<file path="config.mk">
export PLATFORM = sky130hd
export DESIGN_NAME = toy_loader_arbiter
export DESIGN_NICKNAME = d
export VERILOG_FILES = /design/src/rtl/toy_loader_pkg.sv /design/src/rtl/rr_pick.sv /design/src/rtl/toy_loader_arbiter.sv
export SDC_FILE = /design/constraint.sdc
export NUM_CORES = 1
export LEC_CHECK = 0
export ABC_AREA = 1
export BUFFER_PORTS_ARGS = -buffer_cell sky130_fd_sc_hd__buf_2
export CAP_MARGIN = 20
export CORE_MARGIN = 2
export CORE_UTILIZATION = 46
export CTS_BUF_LIST = sky130_fd_sc_hd__clkbuf_4 sky130_fd_sc_hd__clkbuf_8
export DETAILED_ROUTE_END_ITERATION = 7
export HOLD_SLACK_MARGIN = 0.12
export PLACE_DENSITY = 0.77
export SLEW_MARGIN = 5
export SYNTH_ARGS = -nofsm -noshare
export SYNTH_HDL_FRONTEND = slang
export SYNTH_HIERARCHICAL = 1
export SYNTH_SLANG_ARGS = --single-unit
</file>
<file path="constraint.sdc">
create_clock -name clk -period 3.3 [get_ports clk]
set_clock_uncertainty 0.05 [all_clocks]
set_input_delay 0.165 -clock clk [delete_from_list [all_inputs] [get_ports clk]]
set_output_delay 0.165 -clock clk [all_outputs]
set_load 0.01 [all_outputs]
</file>
<file path="src/rtl/toy_loader_pkg.sv">
`timescale 1ns/1ps
`default_nettype none
// ============================================================================
//  Module      : toy_loader_pkg
//  Description : Shared types and constants for the toy loader arbiter slice.
//  Revision    : 1.0 - initial release
// ============================================================================
package toy_loader_pkg;

    // Data width of the stupid_toy_loader that sits behind the arbiter
    localparam int LOADER_DATA_W = 8;

    // Arbiter / burst sequencer states
    typedef enum logic [1:0] {
        IDLE = 2'd0,
        LOAD = 2'd1,
        GAP  = 2'd2
    } arb_state_t;

    // Width of an index into NUM_REQ requesters (at least one bit)
    function automatic int idx_width(input int n);
        return (n > 1) ? $clog2(n) : 1;
    endfunction

endpackage : toy_loader_pkg
`default_nettype wire

</file>
<file path="src/rtl/rr_pick.sv">
`timescale 1ns/1ps
`default_nettype none
// ============================================================================
//  Module      : rr_pick
//  Description : Combinational round-robin finder. Returns the first set
//                request bit at or above ptr, wrapping past NUM_REQ-1.
//  Revision    : 1.0 - initial release
// ============================================================================
module rr_pick
    import toy_loader_pkg::*;
#(
    parameter int NUM_REQ = 4,
    parameter int IDX_W   = idx_width(NUM_REQ)
) (
    input  logic [NUM_REQ-1:0] req,
    input  logic [IDX_W-1:0]   ptr,
    output logic [NUM_REQ-1:0] winner,
    output logic [IDX_W-1:0]   index,
    output logic               valid
);

    // One extra bit so ptr + offset never overflows before the wrap
    localparam int CW = IDX_W + 1;

    logic [CW-1:0] cand;

    // Walk offsets 0..NUM_REQ-1 from ptr; the first hit wins
    always_comb begin
        winner = '0;
        index  = '0;
        valid  = 1'b0;
        cand   = '0;
        for (int i = 0; i < NUM_REQ; i++) begin
            cand = {1'b0, ptr} + CW'(i);
            if (cand >= CW'(NUM_REQ)) begin
                cand = cand - CW'(NUM_REQ);
            end
            if (!valid && req[cand[IDX_W-1:0]]) begin
                valid                  = 1'b1;
                index                  = cand[IDX_W-1:0];
                winner[cand[IDX_W-1:0]] = 1'b1;
            end
        end
    end

endmodule : rr_pick
`default_nettype wire

</file>
<file path="src/rtl/toy_loader_arbiter.sv">
`timescale 1ns/1ps
`default_nettype none
// ============================================================================
//  Module      : toy_loader_arbiter
//  Description : Round-robin arbiter and burst sequencer sharing one
//                stupid_toy_loader between NUM_REQ requesters. A granted
//                requester streams req_len beats, one per cycle, followed by
//                a single idle gap cycle before the next arbitration.
//  Revision    : 1.0 - initial release
// ============================================================================
module toy_loader_arbiter
    import toy_loader_pkg::*;
#(
    parameter int NUM_REQ = 4,
    parameter int DATA_W  = LOADER_DATA_W,
    parameter int LEN_W   = 3
) (
    input  logic                      clk,
    input  logic                      reset,
    input  logic [NUM_REQ-1:0]        req,
    input  logic [NUM_REQ*DATA_W-1:0] req_data,
    input  logic [NUM_REQ*LEN_W-1:0]  req_len,
    output logic [NUM_REQ-1:0]        ack,
    output logic [NUM_REQ-1:0]        grant,
    output logic [DATA_W-1:0]         load_data,
    output logic                      load_enable,
    output logic                      busy,
    output logic                      abort
);

    localparam int IDX_W = idx_width(NUM_REQ);

    arb_state_t          state;
    arb_state_t          state_nxt;
    logic [IDX_W-1:0]    ptr;
    logic [IDX_W-1:0]    ptr_nxt;
    logic [IDX_W-1:0]    owner;
    logic [IDX_W-1:0]    owner_nxt;
    logic [LEN_W-1:0]    beats_left;
    logic [LEN_W-1:0]    beats_nxt;
    logic [NUM_REQ-1:0]  grant_nxt;
    logic [DATA_W-1:0]   load_data_nxt;
    logic                load_enable_nxt;
    logic                busy_nxt;
    logic                abort_nxt;

    logic [NUM_REQ-1:0]  pick_onehot;
    logic [IDX_W-1:0]    pick_idx;
    logic                pick_valid;
    logic [LEN_W-1:0]    pick_len;
    logic                owner_req;
    logic [DATA_W-1:0]   owner_data;

    rr_pick #(
        .NUM_REQ (NUM_REQ),
        .IDX_W   (IDX_W)
    ) u_rr_pick (
        .req    (req),
        .ptr    (ptr),
        .winner (pick_onehot),
        .index  (pick_idx),
        .valid  (pick_valid)
    );

    // Fields of the arbitration winner and of the current owner
    assign pick_len   = req_len[int'(pick_idx) * LEN_W +: LEN_W];
    assign owner_req  = req[owner];
    assign owner_data = req_data[int'(owner) * DATA_W +: DATA_W];

    // Owner's beat is consumed at the next edge whenever it still requests
    assign ack = (state == LOAD) ? (grant & req) : '0;

    // Next-state and next-output logic for the sequencer
    always_comb begin
        state_nxt       = state;
        ptr_nxt         = ptr;
        owner_nxt       = owner;
        beats_nxt       = beats_left;
        grant_nxt       = grant;
        load_data_nxt   = load_data;
        load_enable_nxt = 1'b0;
        busy_nxt        = busy;
        abort_nxt       = 1'b0;

        case (state)
            IDLE: begin
                if (pick_valid) begin
                    grant_nxt = pick_onehot;
                    owner_nxt = pick_idx;
                    // A zero length still moves one beat
                    beats_nxt = (pick_len == '0) ? LEN_W'(1) : pick_len;
                    busy_nxt  = 1'b1;
                    state_nxt = LOAD;
                end
            end

            LOAD: begin
                if (owner_req) begin
                    load_data_nxt   = owner_data;
                    load_enable_nxt = 1'b1;
                    beats_nxt       = beats_left - LEN_W'(1);
                    if (beats_left == LEN_W'(1)) begin
                        state_nxt = GAP;
                    end
                end else begin
                    // Owner withdrew mid-burst: drop the remaining beats
                    abort_nxt = 1'b1;
                    state_nxt = GAP;
                end
            end

            GAP: begin
                grant_nxt = '0;
                busy_nxt  = 1'b0;
                beats_nxt = '0;
                ptr_nxt   = (owner == IDX_W'(NUM_REQ - 1)) ? '0 : owner + IDX_W'(1);
                state_nxt = IDLE;
            end

            default: begin
                grant_nxt = '0;
                busy_nxt  = 1'b0;
                state_nxt = IDLE;
            end
        endcase
    end

    // State and registered outputs; reset clears everything immediately
    always_ff @(posedge clk or negedge reset) begin
        if (!reset) begin
            state       <= IDLE;
            ptr         <= '0;
            owner       <= '0;
            beats_left  <= '0;
            grant       <= '0;
            load_data   <= '0;
            load_enable <= 1'b0;
            busy        <= 1'b0;
            abort       <= 1'b0;
        end else begin
            state       <= state_nxt;
            ptr         <= ptr_nxt;
            owner       <= owner_nxt;
            beats_left  <= beats_nxt;
            grant       <= grant_nxt;
            load_data   <= load_data_nxt;
            load_enable <= load_enable_nxt;
            busy        <= busy_nxt;
            abort       <= abort_nxt;
        end
    end

endmodule : toy_loader_arbiter
`default_nettype wire

</file>
== Yosys cells after proc, flatten, opt, wreduce, memory -nomap -nowiden ==
Index checks and enable logic that the tools add are counted.

* Bits of input ports: 50
* Register bits: 24

* Equal/unequal tests: 7
* $lt $le $gt $ge: 13
* Shift-type cells: 2
* Mux-type cells: 52
* Reductions and logical operators: 18
* Bitwise gates (word level): 5
* $mul: 1
* $add $sub $neg: 9

{| class="wikitable"
|+ Operators by type and width
! operator !! count
|-
| $shiftx 32x6->8 || 1
|-
| $mux 2 || 12
|-
| $mux 4 || 6
|-
| $mux 1 || 18
|-
| $lt 2x3->1 const B || 5
|-
| $or 4x4->4 || 3
|-
| $shiftx 12x5->3 || 1
|-
| $bmux 1 s2 || 5
|-
| $ge 3x3->1 const B || 3
|-
| $mux 3 || 3
|-
| $pmux 3 s3 || 1
|-
| $demux 1 s2 || 4
|-
| $ge 2x1->1 const B || 4
|-
| $pmux 4 s2 || 1
|-
| $reduce_and 2->1 || 4
|-
| $sub 2x1->2 const B || 4
|-
| $logic_and 1x1->1 || 7
|-
| $add 2x2->3 const B || 2
|-
| $and 4x4->4 || 1
|-
| $eq 2x2->1 const B || 2
|-
| $mul 2x2->4 const B || 1
|-
| $ne 2x2->1 const B || 2
|-
| $pmux 2 s2 || 1
|-
| $add 2x1->3 const B || 1
|-
| 13 further kinds || 15
|}

== Logic depth before layout (Yosys ltp) ==
* Depth after elaboration: 20
* Mapped depth: 17

== Cells and area by module ==
The synthesis kept the hierarchy.

{| class="wikitable"
|+ Modules (own cells, without submodules)
! module !! area each (sq um) !! times used !! cells an instance
|-
| toy_loader_arbiter || 1507.7 || 1 || 207
|-
| rr_pick || 440.4 || 1 || 74
|}

== Worst setup path before layout ==
OpenSTA, ideal clock, no wires.

* Path kind: flip-flop to flip-flop
* From: register ptr[0]
* To: register beats_left[0]
* Setup time: 0.077 ns
* Cell stages (with the launch flop): 17
* Data arrival time: 2.226 ns
* Buffers on the path: 0
* Slack: 0.946 ns
* Cell sequence: dfrtp_1 inv_2 ha_1 inv_1 nand3_1 nand2_1 nor2_1 a21oi_1 nand3_1 inv_2 nand2_1 nand3_1 nand2_1 nand2_1 nand2_1 nand2_1 a21oi_1

* Cells in the longest elaborated chain, start to end: 20
* Elaborated cells on any way between the ends: 45
* Those cells by class: 7 x add/sub; 1 x mul; 4 x order compare; 1 x eq/ne; 1 x shift; 23 x mux; 8 x reduce/logical

{| class="wikitable"
|+ Ends and longest elaborated chain
! element !! line !! text
|-
| from (decl) || toy_loader_arbiter.sv:35 || <nowiki>logic [IDX_W-1:0] ptr;</nowiki>
|-
| from (signal assigned) || toy_loader_arbiter.sv:142 || <nowiki>ptr <= ptr_nxt;</nowiki>
|-
| branches (longest 13 deep; another with $add 2x1->3) || -- ||
|-
| $mux 2 * || rr_pick.sv:38 || <nowiki>if (!valid && req[cand[IDX_W-1:0]]) begin</nowiki>
|-
| via pick_idx[0] || toy_loader_arbiter.sv:48 || <nowiki>logic [IDX_W-1:0] pick_idx;</nowiki>
|-
| $mul 2x2->4 * || toy_loader_arbiter.sv:66 || <nowiki>assign pick_len = req_len[int'(pick_idx) * LEN_W +: LEN_W];</nowiki>
|-
| $shiftx 12x5->3 * || toy_loader_arbiter.sv:66 ||
|-
| $logic_not 3->1 || toy_loader_arbiter.sv:91 || <nowiki>beats_nxt = (pick_len == '0) ? LEN_W'(1) : pick_len;</nowiki>
|-
| $mux 3 * || toy_loader_arbiter.sv:91 ||
|-
| $mux 3 * || toy_loader_arbiter.sv:87 || <nowiki>if (pick_valid) begin</nowiki>
|-
| $pmux 3 s3 * || toy_loader_arbiter.sv:85 || <nowiki>case (state)</nowiki>
|-
| to (signal assigned) || toy_loader_arbiter.sv:144 || <nowiki>beats_left <= beats_nxt;</nowiki>
|-
| to (decl) || toy_loader_arbiter.sv:39 || <nowiki>logic [LEN_W-1:0] beats_left;</nowiki>
|}

Mark *: on every way through the listed nets, which the timed path passes. The select of a mux whose other input is x is not followed.
A chain may end at the register's enable or synchronous reset.

== Worst setup path after layout ==
Ends and elaborated chain as after synthesis.

==> run_summary.xml <==
<?xml version="1.0" encoding="UTF-8"?>
<metrics>
  <group name="clock_network">
    <metric name="cts.path.max_buffers" unit="">2</metric>
    <metric name="cts.sink_count" unit="">24</metric>
    <metric name="cts_inserted_buffers" unit="">3</metric>
    <metric name="cts_resized" unit="">0</metric>
    <metric name="cts.root.buffer_cell" unit="">clkbuf_8</metric>
    <metric name="worst_setup_hold_path_clk_slew" unit="ns">0.09</metric>
    <metric name="clock_latency_on_the_worst_skew_pair" unit="ns">0.27</metric>
    <metric name="cts_tree" unit="">yes</metric>
    <metric name="htree_levels" unit="">1</metric>
  </group>
  <group name="critical_path">
    <metric name="worst_setup_path_end_kind" unit="">flip-flop</metric>
    <metric name="worstPathRequired" unit="ns">3.45</metric>
    <metric name="timing.rr.end" unit="">beats_left[0]</metric>
    <metric name="timing.critical_path.buf_inv" unit="">3</metric>
    <metric name="worst_path_max_delay_cell" unit="">dfrtp_1</metric>
    <metric name="crit_path_cell_trace" unit="">inv_2, ha_1, inv_1, nand3_1, nand2_1, nor2_1, a21oi_1, nand3_1, inv_2, nand2_1, nand3_1, nand2_1, nand2_1, nand2_1, nand2_1, a21oi_1</metric>
    <metric name="crit_path_start_kind" unit="">flip-flop</metric>
    <metric name="setup.worst_path.class" unit="">reg -&gt; reg</metric>
    <metric name="worstPathArrival" unit="ns">2.93</metric>
    <metric name="path_delay_family" unit="">simple AND/OR/NAND/NOR gates</metric>
    <metric name="crit_fanout" unit="">10</metric>
    <metric name="critical-path-max-stage-delay" unit="ns">0.54</metric>
    <metric name="cp_common_cell" unit="">nand2_1</metric>
    <metric name="rr_startpoint" unit="">ptr[0]</metric>
    <metric name="worst-r2r-cell-count" unit="">16</metric>
    <metric name="ff2ff_setup_slack" unit="ns">0.52</metric>
  </group>
  <group name="logic_synthesis">
    <metric name="synth-async-reset-ratio" unit="%">100</metric>
    <metric name="synthesis.instances" unit="">281</metric>
    <metric name="post_synthesis_cell_type_count" unit="">24</metric>
    <metric name="yosysSeqAreaShare" unit="%">30.8</metric>
    <metric name="syn-mean-instance-area" unit="um^2">6.93</metric>
    <metric name="post-synth-top-count-cell" unit="">nand2_1</metric>
    <metric name="synth.net_count" unit="">344</metric>
    <metric name="syn-cell-area" unit="mm^2">0.00195</metric>
    <metric name="synth_seq_cells" unit="">24</metric>
    <metric name="ys.warnings.count" unit="">6</metric>
    <metric name="number_of_synthesized_flops_with_an_enable_pin" unit="">0</metric>
    <metric name="area_fraction_of_the_dominant_cell_type_after_synthesis" unit="%">30.8</metric>
    <metric name="synth_top_cells_by_count" unit="">nand2_1, nand3_1, inv_1</metric>
    <metric name="yosys_top_cell_by_area" unit="">dfrtp_1</metric>
    <metric name="ys_dominant_reg_cell" unit="">dfrtp_1</metric>
    <metric name="synth_top_cells_by_area" unit="">dfrtp_1, nand2_1, ha_1</metric>
  </group>
  <group name="hold_path">
    <metric name="holdCritPathClass" unit="">in -&gt; reg</metric>
    <metric name="worst_hold_startpoint" unit="">req_data[4]</metric>
    <metric name="endpoint_of_the_worst_hold_path" unit="">load_data[4]</metric>
    <metric name="timing.hold.worst_path_depth" unit="">5</metric>
  </group>
  <group name="route">
    <metric name="post_dr_wirelength_cell" unit="um">12.9</metric>
    <metric name="drt_pre_antenna_iters" unit="">5</metric>
    <metric name="post_drt_via_cell_ratio" unit="">5.43</metric>
    <metric name="first_iter_violations" unit="">105</metric>
    <metric name="routed_antenna_nets" unit="">0</metric>
    <metric name="dr_total_vias" unit="">2150</metric>
    <metric name="routed_wirelength" unit="mm">5.09</metric>
    <metric name="route.detailed.drc" unit="">0</metric>
  </group>
  <group name="final_layout">
    <metric name="layout.cells.non_filler" unit="">396</metric>
    <metric name="postLayoutCoreUtil" unit="%">58.9</metric>
    <metric name="area_growth_syn_to_layout" unit="%">21.9</metric>
    <metric name="n_antenna_cell" unit="">0</metric>
    <metric name="design.final.nets" unit="">410</metric>
    <metric name="multi_input_combinational_cell_area" unit="mm^2">0.00118</metric>
    <metric name="area.sequential" unit="um^2">601</metric>
    <metric name="layout-drive-gt1-share" unit="%">27.7</metric>
    <metric name="final.fill_count" unit="">382</metric>
  </group>
  <group name="placement">
    <metric name="gp_congestion" unit="">1.01</metric>
    <metric name="hpwl" unit="mm">3.93</metric>
    <metric name="dpl.cell_count" unit="">391</metric>
    <metric name="count_of_input_and_output_buffers" unit="">68</metric>
  </group>
  <group name="global_routing">
    <metric name="track_usage" unit="%">21.7</metric>
    <metric name="global_route_wire_length_before_repair" unit="mm">8.66</metric>
    <metric name="grt_max_degree" unit="">25</metric>
    <metric name="antenna_violations_before_repair" unit="">0</metric>
    <metric name="grt.overflow.total" unit="">0</metric>
    <metric name="grt_pass1_vias" unit="">1926</metric>
  </group>
  <group name="sta">
    <metric name="period_minus_slack" unit="ns">2.78</metric>
    <metric name="unrepaired_setup_endpoints_after_global_routing" unit="">false</metric>
    <metric name="final_critical_path_share_of_the_clock_period" unit="%">84.2</metric>
    <metric name="report.final.hold_viol_count" unit="">0</metric>
    <metric name="total_negative_slack_for_setup_checks" unit="ns">0</metric>
    <metric name="final-setup-viol-count" unit="">0</metric>
    <metric name="fin_worst_hold_slack" unit="ns">0.224</metric>
    <metric name="slew-limit-headroom" unit="%">54.7</metric>
    <metric name="worst_slew_pin_slew" unit="ns">0.679</metric>
    <metric name="report.final.slew_viol_count" unit="">0</metric>
    <metric name="maximum_clock_frequency" unit="GHz">0.360</metric>
  </group>
  <group name="run_status">
    <metric name="result_of_the_run" unit="">complete, no violations</metric>
  </group>
  <group name="floorplan">
    <metric name="placement_rows" unit="">23</metric>
    <metric name="i_o_pin_count" unit="">69</metric>
    <metric name="chipHeight" unit="um">69.1</metric>
    <metric name="fp.coreArea" unit="mm^2">0.00403</metric>
    <metric name="initial_utilization" unit="%">48.4</metric>
    <metric name="design.die.area" unit="mm^2">0.00477</metric>
    <metric name="die_w" unit="um">69.1</metric>
  </group>
  <group name="run">
    <metric name="timing.max_cap.violations" unit="">0</metric>
  </group>
  <group name="pwr">
    <metric name="fin_total_pwr" unit="mW">2.45</metric>
    <metric name="cellLeakagePower" unit="nW">1.31</metric>
    <metric name="power.ir.vdd_worst" unit="uV">568</metric>
    <metric name="power_density" unit="mW/mm^2">1030</metric>
  </group>
</metrics>
==> layer usage <==
metal  share of wire [%]  wire (um)  up-vias  GRT usage (%)
li1                    -          -     1057              -
met3                 9.8        498       10           3.80
met4                 1.2         63        0           7.84
met2                  43       2190      122           34.9
met5                   0          0        -              0
met1                  46       2340      961           29.1
==> tightest hold or removal path, stage by stage <==
cell and delay [ns]:
buf_2 0.08, nor2_1 0.03, o22ai_1 0.12, nand2_1 0.07
nand2_1 0.05
==> cell families after synthesis <==
| kind of cell | Yosys count | share of synthesized area (%) |
|---|---|---|
| mux | 1 | 0.578 |
| flops | 24 | 30.8 |
| fa+ha+maj | 13 | 8.35 |
| buf+inv | 37 | 8.67 |
| simple gates | 155 | 37.0 |
| compound gates | 51 | 14.6 |
==> registers in the layout, indices dropped and copies added (netlist names) <==
name / cells
grant: 4
owner: 2
beats_left: 3
busy: 1
load_data: 8
state: 2
load_enable: 1
abort: 1
ptr: 2
==> final cells by class <==
cell class              count  share of cell area, %
clock buffers               3                   1.74
clock inverters             1                   1.26
inverters                  29                   4.69
multi-input cells         220                   49.6
flip-flops and latches     24                   25.3
well taps                  50                   2.63
repair buffers             69                   14.8
==> cell usage in the layout, fill, tap and decap left out, drive strengths merged <==
cell type	Yosys	routed
nor2	26	26
inv	29	29
nand3	31	31
nand4	7	7
bufinv	0	1
ha	13	13
nand2	91	91
o22ai	12	12
dfrtp	24	24
dlygate4sd3	0	1
a21oi	12	12
mux2	1	1
o21ai	23	23
buf	7	68
clkbuf	1	3
a21boi	4	4
==> per-stage QoR <==
step | cell area (um^2) | setup slack (ns)
after floorplan | 1950 | 0.946
after global placement | 2290 | 0.699
after detailed placement | 2290 | 0.566
after CTS | 2370 | 0.534
after global routing | 2370 | 0.207
final | 2370 | 0.523
==> repair_timing <==
| action | 4_1_cts | 5_1_grt |
|---|---|---|
| hold buffers | 1 | 0 |
| setup buffers | 0 | 0 |
| endpoints found under the setup margin | 0 | 0 |
| endpoints found under the hold margin | 24 | 0 |
==> power by group <==
part / total, mW / internal, mW / switching, mW
clock: 0.263 / 0.162 / 0.100
combinational: 1.62 / 0.567 / 1.05
sequential: 0.569 / 0.427 / 0.142
total: 2.45 / 1.16 / 1.30
==> how the worst max path moves through the flow <==
stage          depth (start not counted)   start       endpoint
2_1_floorplan                         16  ptr[0]  beats_left[0]
3_3_place_gp                          16  ptr[0]  beats_left[0]
3_5_place_dp                          16  ptr[0]  beats_left[0]
4_1_cts                               16  ptr[0]  beats_left[0]
5_1_grt                               16  ptr[0]  beats_left[0]
6_report                              16  ptr[0]  beats_left[0]
Power figures use the tool's default switching activity.
